--- src/rtl/vocab_writer.sv ---
// vocab_writer: stores a session of packed words byte-serially into SRAM, 0x00 after each word plus a closing 0x00.
// Latency: a word of length L costs one accept cycle plus L+1 write cycles; the end marker costs one more write cycle.
// Backpressure: word_ready is high only in ACCEPT; words are held off while writing and for good after a rejection.
module vocab_writer #(
  parameter int ADDR_WIDTH  = 4,
  parameter int WORD_LENGTH = 3,
  parameter int DATA_WIDTH  = 8
) (
  input  logic                              clk,
  input  logic                              rst,
  input  logic                              cs,
  input  logic [ADDR_WIDTH-1:0]             start_addr,
  input  logic [ADDR_WIDTH-1:0]             end_addr,
  input  logic                              word_valid,
  input  logic [WORD_LENGTH*DATA_WIDTH-1:0] word,
  output logic                              word_ready,
  input  logic                              finish,
  output logic                              mem_cs,
  output logic                              mem_we,
  output logic [ADDR_WIDTH-1:0]             mem_addr,
  output logic [DATA_WIDTH-1:0]             mem_din,
  output logic [ADDR_WIDTH:0]               wr_addr,
  output logic [ADDR_WIDTH:0]               word_count,
  output logic                              overflow,
  output logic                              done
);

  localparam int AW1 = ADDR_WIDTH + 1;
  localparam int LW  = $clog2(WORD_LENGTH + 1);
  localparam int WW  = WORD_LENGTH * DATA_WIDTH;

  typedef enum logic [2:0] {
    IDLE,
    ACCEPT,
    WRITE,
    TERM,
    FINAL,
    DONE
  } state_t;

  state_t                 state;
  state_t                 state_nxt;
  logic [WW-1:0]          word_q;
  logic [LW-1:0]          len_q;
  logic [LW-1:0]          idx;
  logic                   fin_pend;
  logic [LW-1:0]          word_len;
  logic                   hit_zero;
  logic [AW1-1:0]         need_end;
  logic                   fits;
  logic                   bad_window;
  logic [DATA_WIDTH-1:0]  cur_char;

  // Word length = number of leading non-zero characters; the first 0x00 ends the word.
  always_comb begin
    word_len = '0;
    hit_zero = 1'b0;
    for (int i = 0; i < WORD_LENGTH; i++) begin
      if (!hit_zero && (word[(WORD_LENGTH-1-i)*DATA_WIDTH +: DATA_WIDTH] != '0)) begin
        word_len = word_len + LW'(1);
      end else begin
        hit_zero = 1'b1;
      end
    end
  end

  // Space check on ADDR_WIDTH+1 bits: word chars, its terminator and the end marker must all fit.
  assign need_end   = wr_addr + AW1'(word_len) + AW1'(1);
  assign fits       = (need_end <= {1'b0, end_addr});
  assign bad_window = (start_addr > end_addr);

  // Select the character currently being written from the latched word.
  always_comb begin
    cur_char = '0;
    for (int i = 0; i < WORD_LENGTH; i++) begin
      if (idx == LW'(i)) begin
        cur_char = word_q[(WORD_LENGTH-1-i)*DATA_WIDTH +: DATA_WIDTH];
      end
    end
  end

  // State register.
  always_ff @(posedge clk) begin
    if (rst) begin
      state <= IDLE;
    end else begin
      state <= state_nxt;
    end
  end

  // Next-state and output decode; dropping cs overrides everything and kills any write this cycle.
  always_comb begin
    state_nxt  = state;
    word_ready = 1'b0;
    mem_we     = 1'b0;
    mem_addr   = '0;
    mem_din    = '0;
    done       = 1'b0;
    case (state)
      IDLE: begin
        if (cs) begin
          state_nxt = bad_window ? DONE : ACCEPT;
        end
      end
      ACCEPT: begin
        word_ready = 1'b1;
        if (word_valid) begin
          if (word_len == '0) begin
            state_nxt = finish ? FINAL : ACCEPT;
          end else if (fits) begin
            state_nxt = WRITE;
          end else begin
            state_nxt = FINAL;
          end
        end else if (finish) begin
          state_nxt = FINAL;
        end
      end
      WRITE: begin
        mem_we   = 1'b1;
        mem_addr = wr_addr[ADDR_WIDTH-1:0];
        mem_din  = cur_char;
        if (idx == len_q - LW'(1)) begin
          state_nxt = TERM;
        end
      end
      TERM: begin
        mem_we    = 1'b1;
        mem_addr  = wr_addr[ADDR_WIDTH-1:0];
        state_nxt = (fin_pend || finish) ? FINAL : ACCEPT;
      end
      FINAL: begin
        mem_we    = 1'b1;
        mem_addr  = wr_addr[ADDR_WIDTH-1:0];
        state_nxt = DONE;
      end
      DONE: begin
        done = 1'b1;
      end
      default: begin
        state_nxt = IDLE;
      end
    endcase
    if (!cs) begin
      state_nxt  = IDLE;
      word_ready = 1'b0;
      mem_we     = 1'b0;
      done       = 1'b0;
    end
  end

  assign mem_cs = mem_we;

  // Session datapath: address/count/overflow bookkeeping and word latch; values hold while cs is low.
  always_ff @(posedge clk) begin
    if (rst) begin
      wr_addr    <= '0;
      word_count <= '0;
      overflow   <= 1'b0;
      word_q     <= '0;
      len_q      <= '0;
      idx        <= '0;
      fin_pend   <= 1'b0;
    end else if (!cs) begin
      fin_pend <= 1'b0;
    end else begin
      case (state)
        IDLE: begin
          wr_addr    <= {1'b0, start_addr};
          word_count <= '0;
          overflow   <= bad_window;
          fin_pend   <= 1'b0;
        end
        ACCEPT: begin
          if (word_valid) begin
            word_q   <= word;
            len_q    <= word_len;
            idx      <= '0;
            fin_pend <= finish;
            if ((word_len != '0) && !fits) begin
              overflow <= 1'b1;
            end
          end
        end
        WRITE: begin
          wr_addr <= wr_addr + AW1'(1);
          idx     <= idx + LW'(1);
          if (finish) begin
            fin_pend <= 1'b1;
          end
        end
        TERM: begin
          wr_addr    <= wr_addr + AW1'(1);
          word_count <= word_count + AW1'(1);
          if (finish) begin
            fin_pend <= 1'b1;
          end
        end
        FINAL: begin
          wr_addr <= wr_addr + AW1'(1);
        end
        default: begin
        end
      endcase
    end
  end

endmodule
--- config.mk ---
export PLATFORM = sky130hd
export DESIGN_NAME = vocab_writer
export DESIGN_NICKNAME = d
export VERILOG_FILES = /design/src/rtl/vocab_writer.sv
export SDC_FILE = /design/constraint.sdc
export NUM_CORES = 1
export LEC_CHECK = 0
export ABC_CLOCK_PERIOD_IN_PS = 2900
export BUFFER_PORTS_ARGS = -buffer_cell sky130_fd_sc_hd__buf_2
export CAP_MARGIN = 20
export CELL_PAD_IN_SITES_DETAIL_PLACEMENT = 1
export CELL_PAD_IN_SITES_GLOBAL_PLACEMENT = 1
export CORE_ASPECT_RATIO = 1.75
export CORE_MARGIN = 1.5
export CORE_UTILIZATION = 34
export DETAILED_ROUTE_END_ITERATION = 16
export PLACE_DENSITY_LB_ADDON = 0.25
export SLEW_MARGIN = 20
export SYNTH_ARGS = -nofsm -noshare
export SYNTH_HDL_FRONTEND = slang
export SYNTH_SLANG_ARGS = --single-unit
--- constraint.sdc ---
create_clock -name clk -period 2.9 [get_ports clk]
set_clock_uncertainty 0.05 [all_clocks]
set_input_delay 0.145 -clock clk [delete_from_list [all_inputs] [get_ports clk]]
set_output_delay 0.145 -clock clk [all_outputs]
set_load 0.005 [all_outputs]
==> impl_metrics.yaml, run 1 <==
outcome:
  outcome: "complete, no violations"
timing:
  hold_ws_ns: 0.0629
  finalHoldViolations: 0
  grt_setup_unrepaired: "no"
  fin_crit_ns: 2.75
  tightest_slew_ns: 0.584
  slew_violations: 0
  post-route-period-util_pct: 94.8
  setup_violations: 0
  slew_headroom_pct: 61.1
  fmax_mhz: 364
layout:
  final_nets: 475
  fill_cells: 977
  drive_above_1_share_pct: 25.1
  syn2layout_area_growth_pct: 25.5
  utilization_pct: 43.5
  final_cell_count_no_fill: 511
  antenna_cells: 0
critical_path:
  critPathLaunchType: "input port"
  worstSetupPathType: "input port to flop"
  max_stage_delay_ns: 0.41
  crit_path_end_kind: "flop"
  crit_arrival_ns: 2.86
  crit_required_ns: 3.01
  critPathSlowestCell: "or3_1"
  critPathMaxFanout: 2
  path_cells: "buf_2 > nor4_2 > buf_4 > nand2_1 > a31o_2 > ha_1 > fa_1 > xnor2_1 > ha_1 > or3_1 > o22ai_2 > o22ai_2 > a211oi_2 > a211oi_2"
global_routing:
  grt_max_degree: 41
  grt_pass1_vias: 2753
  grt_pass1_wl_um: 13000
  antenna_found_initial: 0
  overflow: 0
  grt_usage_pct: 20.0
cts:
  post_cts_buffers: 0
  clk_path_buf_depth: 2
  htree_num_levels: 2
  clock_latency_ns: 0.29
  cts.sinks: 43
  cts_buffers: 5
  postCtsHoldBufs: 0
  cts_resized: 0
  clock-root-buffer: "clkbuf_16"
  cts.reportedPaths.clkPinSlew_ns: 0.06
  cts_tree: "yes"
yosys:
  seq_area_frac_synth_pct: 33.1
  ys_async_sr_fraction_pct: 0
  synth_cell_types: 47
  synth-main-ff-cell: "dfxtp_1"
  syn_inst: 353
  synth_edf_count: 0
  synth.largest_area_cell: "dfxtp_1"
  avgSynthCellArea_um2: 7.37
  synth_top_area_share_pct: 33.1
  synth_seq_cells: 43
  synth_common_cells: "81 x nand2_1, 45 x a21oi_1, 43 x dfxtp_1"
  synth.area.top_cells: "dfxtp_1 33%, nand2_1 12%, a21oi_1 8.7%"
  ys_warn_count: 0
  post-synth-top-count-cell: "nand2_1"
  synth_area_mm2: 0.00260
  synthesis.nets: 406
power_and_ir_drop:
  p_leak_nw: 1.38
  switching_power_mw: 0.395
  power_mw: 1.54
  internal_power_mw: 1.14
  power_frac_seq_pct: 41.3
  swShare_pct: 25.7
  pwr-share-comb_pct: 15.5
  power_density_mw_per_mm2: 471
  clockPowerShare_pct: 43.2
  ir_drop_uv: 228
route:
  drc_errors: 0
  num_vias: 2688
  post_drt_wl_per_cell_um: 15.9
  viasPerCell: 5.26
  ant_nets: 0
  firstDrtPassIters: 4
  drtIter0Drc: 112
  wl_um: 8110
hold_path:
  holdCritPathClass: "input port to flop"
floorplan:
  core_mm2: 0.00751
  rows: 42
  dieArea_mm2: 0.00821
  die_y_um: 119
  die_x_um: 69.1
  io_pins: 64
  start_util_pct: 34.6
placed_design:
  port_buffers: 63
  placedCellCount: 503
  hpwl_um: 6220
  gp_congestion: 0.822
flow_run:
  cap_violations: 0
registers in the layout (all words and copies together) (netlist names):
register,count
state,3
overflow,1
fin_pend,1
word_q,24
word_count,5
wr_addr,5
idx,2
len_q,2
final timing paths:
kind	from	end	slack [ns]	cells after the start
worst min register to register	word_q[7]$_SDFFE_PP0P_	word_q[7]$_SDFFE_PP0P_	0.41	2
worst max-delay path	word[8]	state[2]$_SDFFE_PP0P_	0.15	14
worst max register to register	wr_addr[0]$_SDFFE_PP0P_	state[2]$_SDFFE_PP0P_	0.26	10
worst min-delay path	word[1]	word_q[1]$_SDFFE_PP0P_	0.06	3
routing by layer:
layer	up-vias	global-route usage (%)	share of wire, %
li1	1341	-	-
met1	1289	18.4	36
met2	47	41.6	58
met3	11	3.67	2.8
met4	0	7.11	2.4
met5	-	0	0
power groups by stage:
stage               clock [mW]  sequential, mW  combinational, mW
detailed placement           0           0.648              0.230
global route             0.709           0.638              0.265
global placement             0           0.647              0.220
CTS                      0.686           0.635              0.233
finish                   0.665           0.635              0.238
floorplan                    0           0.636              0.144
critical path, delay by kind of cell:
family | cells | cell delay [ns]
AOI/OAI and AO/OA | 5 | 0.72
xor gates and xnor gates | 1 | 0.14
adders and majority gates | 3 | 0.81
buffers and inverters | 2 | 0.28
and+or+nand+nor | 3 | 0.76
kinds of logic after synthesis:
| group | count (synthesis) | share of synthesized area, % |
|---|---|---|
| xor gates and xnor gates | 6 | 2.02 |
| DFF | 43 | 33.1 |
| and+or+nand+nor | 165 | 29.8 |
| buffers and inverters | 34 | 6.30 |
| adders and majority gates | 16 | 7.98 |
| muxes | 2 | 0.866 |
| AOI/OAI and AO/OA | 87 | 19.9 |
layout by cell type (no fill, tap or decap), types with 5 or more instances in the layout:
cell	netlist	routed
and2_1	11	11
buf_2	2	63
o21ai_0	15	14
clkbuf_16	0	5
ha_1	15	15
inv_1	13	13
nor2_1	28	28
nor2b_1	8	8
dfxtp_1	43	43
a21oi_1	45	45
nand2_1	81	81
nand3_1	7	7
nor3_1	5	5
buf_4	3	20
through the flow:
stage               setup slack [ns]  setup TNS, ns  area (um^2)
CTS                           0.0244              0         3240
global route                  0.0260              0         3270
detailed placement            -0.232         -0.529         3060
finish                         0.151              0         3270
floorplan                      0.145              0         2600
global placement              -0.175         -0.361         3060
cell type report:
cell class / instances / area (um^2) / share of cell area [%]
well taps: 88 / 110 / 3.37
multi-input cells: 276 / 1610 / 49.2
flip-flops and latches: 43 / 861 / 26.4
repair buffers: 83 / 465 / 14.3
clock inverters: 2 / 35.0 / 1.07
inverters: 13 / 48.8 / 1.49
clock buffers: 6 / 139 / 4.25
Power figures use the tool's default switching activity.
==> run 2, diff against run 1 <==
CTS_CLUSTER_SIZE = 30   (was default)
PLACE_DENSITY = 0.76   (was default)
PLACE_DENSITY_LB_ADDON = default   (was 0.25)
==> run 2 against run 1 <==
Sequential cell count did not move. Global-route usage fell by 0.30 points. Setup slack got worse by 0.0064 ns. Design area rose by 1.6%. Routed wire length fell by 0.76%. Non-clock buffer count rose by 5. Combinational power rose by 2%. Utilization rose by 0.70 points. Final cell count rose by 0.98%. Power rose by 0.11%. Critical endpoint unchanged. Largest power group unchanged.
==> impl_metrics.yaml, run 2 (synthesis gave the netlist of run 1 again) <==
outcome:
  outcome: "complete, no violations"
layout:
  reg.largest.list: "word_q: 24 flops, word_count: 5 flops, wr_addr: 5 flops"
  syn2layout_area_growth_pct: 27.6
  final_cell_mix: "81 x nand2_1, 63 x buf_2, 45 x a21oi_1, 43 x dfxtp_1, 27 x nor2_1"
  antenna_cells: 0
  regMostFlops: "word_q"
  layout_commonest_cell: "nand2_1"
  final_cell_count_no_fill: 516
  final_nets: 480
  drive_above_1_share_pct: 26.4
  largest_register_ffs: 24
  final_area_mm2: 0.00332
hold_path:
  holdCritPathClass: "input port to flop"
  whs_endpoint: "word_q[22]$_SDFFE_PP0P_"
  min_path_cells: 3
  holdCritStartpoint: "word[22]"
critical_path:
  crit_arrival_ns: 2.86
  critPathSlowestCell: "or4_4"
  critPathTopFamily: "adder cells"
  critPathMaxFanout: 2
  r2r_setup_slack_ns: 0.26
  critPathLaunchType: "input port"
  crit_path_frequent_cell: "a211oi_2"
  reg2reg_to: "state[2]$_SDFFE_PP0P_"
  path_cells: "buf_2 > or4_4 > nor2_4 > buf_4 > a31o_2 > ha_2 > fa_2 > inv_1 > ha_1 > nor2b_1 > o22ai_2 > o22ai_1 > a211oi_2 > a211oi_2"
  reg2regPathDepth: 10
  crit_required_ns: 3.01
  crit_path_end_kind: "flop"
  max_stage_delay_ns: 0.55
  worstSetupPathType: "input port to flop"
  r2r-start: "wr_addr[0]$_SDFFE_PP0P_"
  cp_num_buf_inv: 3
  crit_cells: 14
route:
  post_drt_wl_per_cell_um: 15.6
  ant_nets: 0
  dr_wl_met2_um: 4640
  wl_um: 8050
  routed.top_layer: "met4"
  m1WireLength_um: 3040
  drc_errors: 0
  viasPerCell: 5.25
  num_vias: 2709
  met3WireLength_um: 218
  drtIter0Drc: 112
  firstDrtPassIters: 4
timing:
  fin_crit_ns: 2.76
  slew_headroom_pct: 60.5
  setup_violations: 0
  tightest_slew_ns: 0.592
  tns_ns: 0
  fmax_mhz: 363
  post-route-period-util_pct: 95.0
  slew_violations: 0
  fin_ws_ns: 0.145
  finalHoldViolations: 0
cts:
  post_cts_buffers: 0
  clock_latency_ns: 0.29
  cts_buffers: 5
  clk_path_buf_depth: 2
  cts_tree: "yes"
  cts.reportedPaths.clkPinSlew_ns: 0.06
  clock-root-buffer: "clkbuf_16"
  cts.sinks: 43
  htree_num_levels: 2
global_routing:
  overflow: 0
  antenna_found_initial: 0
  grt_usage_pct: 19.7
  grt_pass1_vias: 2726
  grt_max_degree: 41
  grt_pass1_wl_um: 13100
placed_design:
  pre_cts_ws_ns: -0.282
  gp_congestion: 0.790
  dpl-instance-area_mm2: 0.00310
  placedCellCount: 508
  port_buffers: 63
  hpwl_um: 6180
flow_run:
  cap_violations: 0
floorplan:
  start_util_pct: 34.6
  dieArea_mm2: 0.00821
  io_pins: 64
  core_mm2: 0.00751
  die_y_um: 119
  die_x_um: 69.1
  rows: 42
power_and_ir_drop:
  power_density_mw_per_mm2: 464
  p_leak_nw: 1.40
  ir_drop_uv: 329
-- run 2: worst max path at each step --
stage             start               endpoint  slack, ns
4_1_cts         word[8]  state[2]$_SDFFE_PP0P_       0.04
3_3_place_gp   word[12]  state[2]$_SDFFE_PP0P_      -0.11
5_1_grt        word[19]  state[2]$_SDFFE_PP0P_      -0.01
6_report       word[19]  state[2]$_SDFFE_PP0P_       0.14
3_5_place_dp    word[8]  state[2]$_SDFFE_PP0P_      -0.28
2_1_floorplan  word[19]  state[2]$_SDFFE_PP0P_       0.15
-- run 2: cell type report --
class / instances / area [um^2]
Clock buffer: 6 / 139
Inverter: 13 / 48.8
Fill cell: 970 / 4200
Timing Repair Buffer: 88 / 503
Clock inverter: 2 / 35.0
Multi-Input combinational cell: 276 / 1620
Sequential cell: 43 / 861
Tap cell: 88 / 110
-- run 2: worst register-to-register path: stages, from the launching register on --
cell	delay [ns]
dfxtp_1	0.40
inv_1	0.13
ha_2	0.22
fa_2	0.35
xnor2_1	0.15
ha_1	0.22
or3_1	0.39
o22ai_2	0.18
o22ai_1	0.12
a211oi_2	0.25
a211oi_2	0.05
-- run 2: per-stage QoR --
step,power (mW),hold slack (ns),utilization (%)
finish,1.54,0.0575,44.2
global route,1.60,0.0801,44.2
CTS,1.55,0.0560,43.6
detailed placement,0.882,0.359,41.2
global placement,0.869,0.348,41.2
floorplan,0.779,0.231,-
-- run 2: per-layer routing --
metal | vias up | global-route usage, %
met5 | - | 0
met4 | 0 | 6.13
met3 | 11 | 2.90
met2 | 50 | 40.4
met1 | 1292 | 19.4
li1 | 1356 | -
-- run 2: where the power goes --
part           total (mW)  leakage [nW]  internal (mW)  switching, mW
sequential          0.634         0.348          0.609         0.0257
clock               0.663        0.0868          0.428          0.234
combinational       0.242         0.963          0.109          0.134
-- run 2: timing repair --
| action | CTS | global route |
|---|---|---|
| endpoints found under the setup margin | 1 | 3 |
| pin swaps | 0 | 1 |
| hold buffers | 0 | 0 |
| resized for setup | 1 | 9 |
==> run 3, diff against run 2 <==
BUFFER_PORTS_ARGS = -buffer_cell sky130_fd_sc_hd__buf_4   (was -buffer_cell sky130_fd_sc_hd__buf_2)
CTS_BUF_LIST = sky130_fd_sc_hd__clkbuf_4 sky130_fd_sc_hd__clkbuf_8 sky130_fd_sc_hd__clkbuf_16   (was default)
==> run 3 against run 2 <==
Final cell count shrank 1.4%. Power shrank 6.4%. Sequential power is essentially flat. Largest cell class unchanged. Register-to-register slack lost 0.02 ns.
==> impl_metrics.yaml, run 3 (synthesis gave the netlist of run 1 again) <==
layout:
  final_nets: 474
  multi_input_area_mm2: 0.00161
  regMostFlops: "word_q"
  seq_area_um2: 861
  layout_commonest_cell: "buf_4"
  syn2layout_area_growth_pct: 30.2
  reg.largest.list: "word_q: 24 flops, word_count: 5 flops, wr_addr: 5 flops"
  largest_register_ffs: 24
  fill_cells: 968
  drive_above_1_share_pct: 24.9
  antenna_cells: 0
  final_cell_mix: "82 x buf_4, 81 x nand2_1, 45 x a21oi_1, 43 x dfxtp_1, 27 x nor2_1"
critical_path:
  critPathMaxFanout: 3
  crit_path_end_kind: "flop"
  worstSetupPathType: "input port to flop"
  crit_arrival_ns: 2.92
  r2r_setup_slack_ns: 0.24
  worstSetupStartpoint: "word[19]"
  r2r-start: "wr_addr[0]$_SDFFE_PP0P_"
  critPathLaunchType: "input port"
  crit_required_ns: 3.00
timing:
  slew_violations: 0
  finalHoldViolations: 0
  tightest_slew_ns: 0.592
  setup_violations: 0
  slew_headroom_pct: 60.5
  post-route-period-util_pct: 97.1
  fmax_mhz: 355
  tns_ns: 0
  fin_crit_ns: 2.82
global_routing:
  grt_pass1_wl_um: 13200
  overflow: 0
  grt_pass1_vias: 2835
  antenna_found_initial: 0
  grt_usage_pct: 19.8
  grt_max_degree: 41
outcome:
  outcome: "complete, no violations"
route:
  drtIter0Drc: 97
  dr_wl_met2_um: 4630
  num_vias: 2658
  wl_um: 7950
  viasPerCell: 5.22
  m1WireLength_um: 2870
  post_drt_wl_per_cell_um: 15.6
  firstDrtPassIters: 4
  routed.top_layer: "met4"
  ant_nets: 0
  met3WireLength_um: 234
  drc_errors: 0
cts:
  cts_tree: "yes"
  clock-root-buffer: "clkbuf_16"
  postCtsHoldBufs: 0
  cts.reportedPaths.clkPinSlew_ns: 0.06
  cts_buffers: 5
  clock_latency_ns: 0.28
  clk_path_buf_depth: 2
  htree_num_levels: 2
  cts.sinks: 43
placed_design:
  port_buffers: 63
  hpwl_um: 6030
  gp_congestion: 0.799
power_and_ir_drop:
  p_leak_nw: 1.38
  power_mw: 1.44
  power_density_mw_per_mm2: 425
  ir_drop_uv: 295
flow_run:
  cap_violations: 0
floorplan:
  rows: 42
  dieArea_mm2: 0.00821
  start_util_pct: 34.6
  die_x_um: 69.1
  core_mm2: 0.00751
  die_y_um: 119
  io_pins: 64
hold_path:
  holdCritStartpoint: "word[22]"
  holdCritPathClass: "input port to flop"
## run 3: changes by cell type in the layout (fill, tap and decap cells not counted), sizes merged
cell	delta
bufinv	-1
buf	-6
## run 3: per-layer routing
layer / vias to the layer above / global-route usage [%]
li1: 1339 / -
met1: 1254 / 18.8
met2: 50 / 41.4
met3: 15 / 2.73
met4: 0 / 6.62
met5: - / 0
## run 3: stage by stage
step	util [%]	std cells	hold WS (ns)	cell area, um^2	setup slack [ns]
final	45.1	509	0.0699	3390	0.0844
after global routing	45.1	509	0.0682	3390	-0.108
after CTS	44.7	509	0.0666	3360	0.0270
after detailed placement	42.7	502	0.363	3210	-0.198
after global placement	42.7	502	0.355	3210	-0.129
after floorplan	-	353	0.231	2600	0.145
## run 3: power breakdown
part	switching (mW)	total, mW	internal [mW]	leakage (nW)
Combinational	0.129	0.250	0.121	0.960
Sequential	0.0264	0.635	0.609	0.348
Clock	0.219	0.555	0.336	0.0727
Total	0.375	1.44	1.07	1.38
## run 3: final timing paths
kind,end,depth (start not counted)
setup / recovery,state[2]$_SDFFE_PP0P_,14
hold / removal,word_q[22]$_SDFFE_PP0P_,3
setup reg to reg,state[2]$_SDFFE_PP0P_,10
hold reg to reg,word_q[4]$_SDFFE_PP0P_,2
## run 3: cell type report
| class | instances | share of cell area (%) |
|---|---|---|
| Clock buffer | 6 | 4.10 |
| Clock inverter | 1 | 0.148 |
| Inverter | 13 | 1.44 |
| Multi-Input combinational cell | 276 | 47.5 |
| Sequential cell | 43 | 25.4 |
| Tap cell | 88 | 3.25 |
| Timing Repair Buffer | 82 | 18.2 |
## run 3: worst max-delay path, cell delays in order
cell	delay, ns
buf_4	0.12
or4_4	0.55
nor2_4	0.14
a21oi_1	0.09
ha_1	0.30
nor2b_1	0.14
o21ai_0	0.19
xnor2_1	0.09
ha_1	0.21
or3_1	0.34
o22ai_2	0.21
o22ai_1	0.11
a211oi_1	0.22
a211oi_2	0.05
## run 3: repair_timing
action,in CTS,in global routing
setup endpoints to repair,0,3
resized for setup,0,7
setup buffers,0,0
